[src/rtl/ram_pkg.sv]
// Shared types and helpers for the ram_ctrl slice: FSM states, latency bound,
// and the byte-enable merge used by the storage write path.
package ram_pkg;

  typedef enum logic {ST_INIT, ST_READY} state_t;

  localparam int RD_LAT_MAX = 4;
  localparam int DATA_W_MAX = 128;

  typedef logic [DATA_W_MAX-1:0]   word_t;
  typedef logic [DATA_W_MAX/8-1:0] be_t;

  // Narrower words are zero-extended into word_t by the caller.
  function automatic word_t be_merge(word_t old, word_t wdata, be_t be);
    word_t res;
    res = old;
    for (int i = 0; i < DATA_W_MAX/8; i++)
      if (be[i]) res[8*i +: 8] = wdata[8*i +: 8];
    return res;
  endfunction

endpackage

[src/rtl/ram_array.sv]
// DEPTH x DATA_W single-port storage, byte-enabled writes, 1-cycle registered read.
// No reset: contents are defined by the controller's clear sequence.
module ram_array
  import ram_pkg::*;
#(
  parameter int DATA_W = 16,
  parameter int DEPTH  = 256,
  parameter int AW     = 8
) (
  input  logic                clk,
  input  logic                en,
  input  logic                we,
  input  logic [DATA_W/8-1:0] be,
  input  logic [AW-1:0]       addr,
  input  logic [DATA_W-1:0]   wdata,
  output logic [DATA_W-1:0]   rdata
);

  logic [DATA_W-1:0] mem [DEPTH];
  logic [DATA_W-1:0] merged;

  assign merged = DATA_W'(be_merge(word_t'(mem[addr]), word_t'(wdata), be_t'(be)));

  always_ff @(posedge clk) begin
    if (en) begin
      if (we) mem[addr] <= merged;
      else    rdata     <= mem[addr];
    end
  end

endmodule

[src/rtl/ram_ctrl.sv]
// Valid/ready front end for ram_array: post-reset clear FSM, range checking and
// a fixed-latency read response pipeline.
module ram_ctrl
  import ram_pkg::*;
#(
  parameter int DATA_W       = 16,
  parameter int ADDR_W       = 8,
  parameter int DEPTH        = 256,
  parameter int RD_LAT       = 1,
  parameter int CLEAR_ON_RST = 1
) (
  input  logic                clk,
  input  logic                rst_n,
  input  logic                req_valid,
  output logic                req_ready,
  input  logic                req_we,
  input  logic [ADDR_W-1:0]   req_addr,
  input  logic [DATA_W-1:0]   req_wdata,
  input  logic [DATA_W/8-1:0] req_be,
  output logic                rsp_valid,
  output logic [DATA_W-1:0]   rsp_data,
  output logic                rsp_err,
  output logic                init_done
);

  localparam int AW     = (DEPTH > 1) ? $clog2(DEPTH) : 1;
  localparam int LAT    = (RD_LAT < 1) ? 1 : (RD_LAT > RD_LAT_MAX) ? RD_LAT_MAX : RD_LAT;
  localparam int STAGES = LAT - 1;
  localparam logic [ADDR_W:0] DEPTH_X = (ADDR_W+1)'(DEPTH);

  state_t            state;
  logic [AW-1:0]     clr_cnt;
  logic              acc, rd_acc, in_range, init_wr;
  logic              arr_en, arr_we;
  logic [AW-1:0]     arr_addr;
  logic [DATA_W-1:0] arr_wdata, arr_rdata;
  logic [DATA_W/8-1:0] arr_be;
  logic [STAGES:0]   vld_pipe, err_pipe;
  logic [DATA_W-1:0] d0, dout;

  assign req_ready = (state == ST_READY);
  assign init_done = (state == ST_READY);

  // Full-width compare: no aliasing of out-of-range addresses onto real words.
  assign in_range = {1'b0, req_addr} < DEPTH_X;
  assign acc      = req_valid && req_ready && rst_n;
  assign rd_acc   = acc && !req_we;
  assign init_wr  = (state == ST_INIT) && (CLEAR_ON_RST != 0) && rst_n;

  assign arr_en    = init_wr || (acc && in_range);
  assign arr_we    = init_wr || req_we;
  assign arr_addr  = init_wr ? clr_cnt : req_addr[AW-1:0];
  assign arr_wdata = init_wr ? '0 : req_wdata;
  assign arr_be    = init_wr ? '1 : req_be;

  always_ff @(posedge clk) begin
    if (!rst_n) begin
      state   <= ST_INIT;
      clr_cnt <= '0;
    end else if (state == ST_INIT) begin
      if (CLEAR_ON_RST == 0 || clr_cnt == AW'(DEPTH-1)) state <= ST_READY;
      clr_cnt <= clr_cnt + AW'(1);
    end
  end

  ram_array #(.DATA_W(DATA_W), .DEPTH(DEPTH), .AW(AW)) u_array (
    .clk   (clk),
    .en    (arr_en),
    .we    (arr_we),
    .be    (arr_be),
    .addr  (arr_addr),
    .wdata (arr_wdata),
    .rdata (arr_rdata)
  );

  // Stage 0 is the array's own output register; later stages only delay it.
  always_ff @(posedge clk) begin
    if (!rst_n) begin
      vld_pipe <= '0;
      err_pipe <= '0;
    end else begin
      vld_pipe[0] <= rd_acc;
      err_pipe[0] <= !in_range;
      for (int i = 1; i <= STAGES; i++) begin
        vld_pipe[i] <= vld_pipe[i-1];
        err_pipe[i] <= err_pipe[i-1];
      end
    end
  end

  assign d0 = err_pipe[0] ? '0 : arr_rdata;

  if (STAGES == 0) begin : g_nopipe
    assign dout = d0;
  end else begin : g_pipe
    logic [STAGES:1][DATA_W-1:0] dq;
    always_ff @(posedge clk) begin
      dq[1] <= d0;
      for (int i = 2; i <= STAGES; i++) dq[i] <= dq[i-1];
    end
    assign dout = dq[STAGES];
  end

  assign rsp_valid = vld_pipe[STAGES];
  assign rsp_err   = vld_pipe[STAGES] && err_pipe[STAGES];
  assign rsp_data  = rsp_valid ? dout : '0;

endmodule

[config.mk]
export PLATFORM = sky130hd
export DESIGN_NAME = ram_ctrl
export DESIGN_NICKNAME = d
export VERILOG_FILES = /design/src/rtl/ram_pkg.sv /design/src/rtl/ram_array.sv /design/src/rtl/ram_ctrl.sv
export SDC_FILE = /design/constraint.sdc
export NUM_CORES = 2
export LEC_CHECK = 0
export CELL_PAD_IN_SITES_DETAIL_PLACEMENT = 0
export CELL_PAD_IN_SITES_GLOBAL_PLACEMENT = 1
export CORE_ASPECT_RATIO = 0.9
export CORE_MARGIN = 4
export CORE_UTILIZATION = 55
export DETAILED_ROUTE_END_ITERATION = 7
export PLACE_DENSITY = 0.79
export SLEW_MARGIN = 10
export SYNTH_ARGS = -nofsm -noshare
export SYNTH_HDL_FRONTEND = slang
export SYNTH_SLANG_ARGS = --single-unit
[constraint.sdc]
create_clock -name clk -period 8.7 [get_ports clk]
set_clock_uncertainty 0.1 [all_clocks]
set_input_delay 0.87 -clock clk [delete_from_list [all_inputs] [get_ports clk]]
set_output_delay 0.87 -clock clk [all_outputs]
set_load 0.005 [all_outputs]
Word-level counts from Yosys, hierarchy flattened. Memory sizes are Yosys's and may differ from the RTL's. Index checks and enable logic that the tools add are counted.

Bits in registers: 26. Bits in writable memories: 4096. Output and inout bits: 20. Bits of input ports: 30. Memories: 1.

Reduce and logical (&&, ||, !) cells: 8. Multiplexer cells: 11. Equal/unequal tests: 1. Bitwise gates (word level): 2. Add/subtract/negate cells: 1.

Memories: u_array.mem (words 256, bits a word 16, read ports 1, clocked after Yosys merged registers in 0, write ports 1, line ram_array.sv:19) `logic [DATA_W-1:0] mem [DEPTH];`.

Operators by type and width (number): two-way mux 16 bit (2); two-way mux 8 bit (3); adder 8 x 1 -> 8 bit, second input constant (1); == test 8 bit, second input constant (1); two-way mux 1 bit (5); logical AND 1 bit (4); logical OR 1 bit (2); two-way mux 2 bit (1); inverter 1 bit (2); AND reduction 2 bit (1); logical NOT 1 bit (1).

Logic depth before layout (Yosys ltp).
Word-level depth: 6. Mapped depth: 13. Gate-level depth less buffers: 8.

Cells and area by module. A second synthesis with hierarchy kept.

Cells, all modules: 7449. Area, all modules: 158419.4 µm².

Modules (own cells, without submodules): ram_array (instances 1, area an instance 157607.4 µm², cells each 7350); ram_ctrl (instances 1, area an instance 812.0 µm², cells each 99).

Worst setup path before layout. OpenSTA, ideal clock, no wires.

Path kind: input to register. From: in rst_n. To: mem u_array.mem[0][10], data pin. Slack: 1.567 ns. Buffers on the path: 3. Arrival time: 6.183 ns. Required time: 7.750 ns. Cell stages on the path: 11. Cells stage by stage: or4b_2 > o31ai_1 > clkbuf_1 > clkbuf_1 > buf_2 > a22oi_1 > a21oi_1 > o41ai_1 > a41oi_1 > or4_1 > o21a_1.

Cells in the longest elaborated chain, start to end: 4. Elaborated cells on any way between the ends: 6.

Ends and longest elaborated chain: from (decl) (line ram_ctrl.sv:13) `input logic rst_n,`; logical AND 1 bit (*) (line ram_ctrl.sv:48) `assign init_wr = (state == ST_INIT) && (CLEAR_ON_RST != 0) && rst_n;`; two-way mux 8 bit; memory read (256 x 16 bit); two-way mux 8 bit (*) (line ram_pkg.sv:18) `if (be[i]) res[8*i +: 8] = wdata[8*i +: 8];`; via u_array.merged[10] (line ram_array.sv:20) `logic [DATA_W-1:0] merged;`; to (decl) (line ram_array.sv:19).

Mark *: on every way through the listed nets, which the timed path passes. The rest lies on a longest branch.

Worst setup path after layout.
From: in rst_n. To: mem u_array.mem[246][14], data pin.

The elaborated chain is that of the path after synthesis.

==> run summary <==
Slew Limit Fails -> 0
Pleak -> 52.74 nW
Initial antenna violation count -> 22
Syn Std Cell Area -> 152000 um2
Clock slew at reported path FFs -> 0.07 ns
Share of cells above drive strength 1 -> 12.96%
Cell Chain, Critical Path -> clkdlybuf4s50_1, nand2b_2, nor3b_1, a31oi_4, buf_4, buf_4, a21oi_1, o41ai_1, a41oi_1, or4_1, o21a_4, buf_12
NumNets Final -> 8966
Avg Vias per Cell -> 6.955
CTS tree -> yes
Setup crit end kind -> register
CP max stage cell -> o41ai_1
Post-DP HPWL -> 239300 um
1st-iter DRT viols -> 15274
Vias in the first global route -> 85867
Total clock sinks -> 4122
Sequential-to-total area share from yosys stat -> 81.34%
CTS Buf Count -> 383
# port buffers -> 48
Syn. warnings -> 0
Flops & latches, synth -> 4122
Outcome -> complete, but fails checks
Max cap viols -> 1
RSZ-0062 raised after global routing -> false
Startpoint Class -> primary input
Endpoints failing setup -> 0
Gr usage total -> 29.97%
Sum of negative setup slack -> 0 ns
Row cnt -> 182
H-Tree Depth -> 5
WL final -> 438900 um
Routed Antenna Nets -> 0
Total core area -> 274200 um2
Distinct cells, synth -> 46
Most frequent cells in the layout -> edfxtp_1 (4112), a22oi_1 (2043), a21oi_1 (1040), buf_4 (447), clkbuf_16 (390)
Post-route cell area -> 172100 um2
Placed cells -> 12229
CTS Root Cell -> clkbuf_16
Final RePlAce weighted congestion -> 0.8778
Worst-case clock buffer depth -> 4
Grt ovf -> 0
Max VDD drop -> 0.0002201 V
Hold crit path type -> reg2reg
Cells after Synth -> 8641
Pwr per Cell Area -> 238.6 nW/um2
Headroom to the max-slew limit -> 0.2949%
Worst-path maximum fanout -> 253
Placed inst area -> 160000 um2
Die Span X -> 562.2 um
Largest net degree at the start of global routing -> 257
Finished Layout Cells -> 12927
Post-CTS sizing -> 0
I/O Pins -> 50
Drc violations -> 0
Later-pin clock latency in the skew report -> 0.95 ns
First-pass GRT wire length -> 620700 um
Synthesis-to-finish area growth -> 13.20%
Slew @ Worst Pin -> 1.476 ns
CP Class -> in2reg
PnR worst setup slack -> 1.360 ns
Pre-CTS WS -> 0.6873 ns
Fmax -> 136.2 MHz
Syn nets -> 8672
Failing checks -> capacitance limit
Hold-fix buffers at CTS -> 0
Post CTS Setup Buffer Count -> 0
Starting density of the core -> 55.46%
Vias -> 89908
DIE HEIGHT -> 506.8 um
Final Cycle Share -> 84.36%
Die Area -> 284900 um2
Critical path's most frequent cell -> buf_4
Slowest stage delay, CP -> 1.27 ns
Final hold violation count -> 0
Crit path DAT -> 7.65 ns
Average size of a mapped cell -> 17.60 um2
CP required -> 9.01 ns
Per-cell routed wire length -> 33.96 um
Most common cell after layout, fill and taps aside -> edfxtp_1
Drt first pass iters -> 7
Period minus WS final -> 7.340 ns
==> where the power goes <==
group          internal, mW  total, mW  switching (mW)
Combinational         0.676       2.68            2.00
Clock                  9.18       16.3            7.09
Sequential             22.1       22.1         0.00758
==> metal layers <==
metal	wire length [um]	global-route usage, %
met3	57070	7.436
met1	160700	42.17
met2	198700	44.70
met5	83	0
met4	22390	13.66
==> logic make-up (layout without fill, tap and decap cells) <==
group                    count (synthesis)  count (layout)  synth area share (%)
AND/OR/NAND/NOR                        373             373                 1.078
AO/OA/AOI/OAI                         3449            3449                 15.60
buffers and inverters                  687            1272                 1.918
adder cells (fa/ha/maj)                  1               1              0.008228
flip-flops                            4122            4122                 81.34
other                                    1              22              0.002466
XOR/XNOR                                 6               6               0.03456
multiplexers                             2               2               0.01317
==> per-stage QoR <==
stage | util, % | hold slack (ns) | power [mW]
finish | 62.78 | 0.5446 | 41.06
global route | 62.76 | 0.5848 | 42.16
CTS | 62.75 | 0.5382 | 41.08
detailed placement | 58.37 | 0.5007 | 25.15
global placement | 58.35 | 0.4725 | 25.08
floorplan | - | 0.4461 | 24.11
==> cells in the mapped netlist, drive strengths merged <==
cell type	count	share of area (%)
or4	16	0.079
conb	1	0.0025
o21ai	4	0.013
a41oi	64	0.37
nand3	7	0.023
a21boi	1	0.0049
clkbuf	462	1.1
inv	22	0.054
o41ai	256	1.5
a31o	3	0.017
nand3b	4	0.020
xor2	2	0.012
ha	1	0.0082
nand2	31	0.077
xnor2	4	0.023
nor2b	3	0.012
nand4	1	0.0041
or4b	1	0.0066
nand2b	6	0.026
nor3	2	0.0066
nor4bb	2	0.013
buf	203	0.72
o31ai	4	0.020
nor3b	3	0.015
dfxtp	10	0.13
nor4	1	0.0041
or3	10	0.041
mux2i	2	0.013
a21oi	1040	3.4
a31oi	7	0.043
o31a	3	0.017
o21a	19	0.094
edfxtp	4112	81
and2	22	0.091
and4b	2	0.013
a22oi	2048	10
nor2	262	0.65
==> cell type report <==
type                    count  area (um2)
repair buffers            574        5425
clock buffers             468       10050
diodes                     21       52.55
multi-input cells        3832       26290
clock inverters           208        1939
well taps                3680        4604
fillers                 18709      102000
inverters                  22       82.58
flip-flops and latches   4122      123700
==> critical path: cells and delay by family <==
kind | cells | cell delay [ns]
buffers and inverters | 4 | 1.84
AO/OA/AOI/OAI | 5 | 2.96
AND/OR/NAND/NOR | 3 | 1.65
==> state kept, by name (all words and copies together) (netlist names) <==
signal / count
rsp_valid: 1
clr_cnt: 8
u_array.mem: 4096
init_done: 1
u_array.rdata: 16
==> path summary, 6_finish.rpt <==
| path | from | to | slack (ns) | cells past startpoint |
|---|---|---|---|---|
| max reg2reg | init_done | u_array.mem[246][14] | 1.47 | 12 |
| min reg2reg | clr_cnt[1] | clr_cnt[1] | 0.54 | 2 |
| max | rst_n | u_array.mem[246][14] | 1.36 | 12 |
| min | clr_cnt[1] | clr_cnt[1] | 0.54 | 2 |
Power figures use the tool's default switching activity.
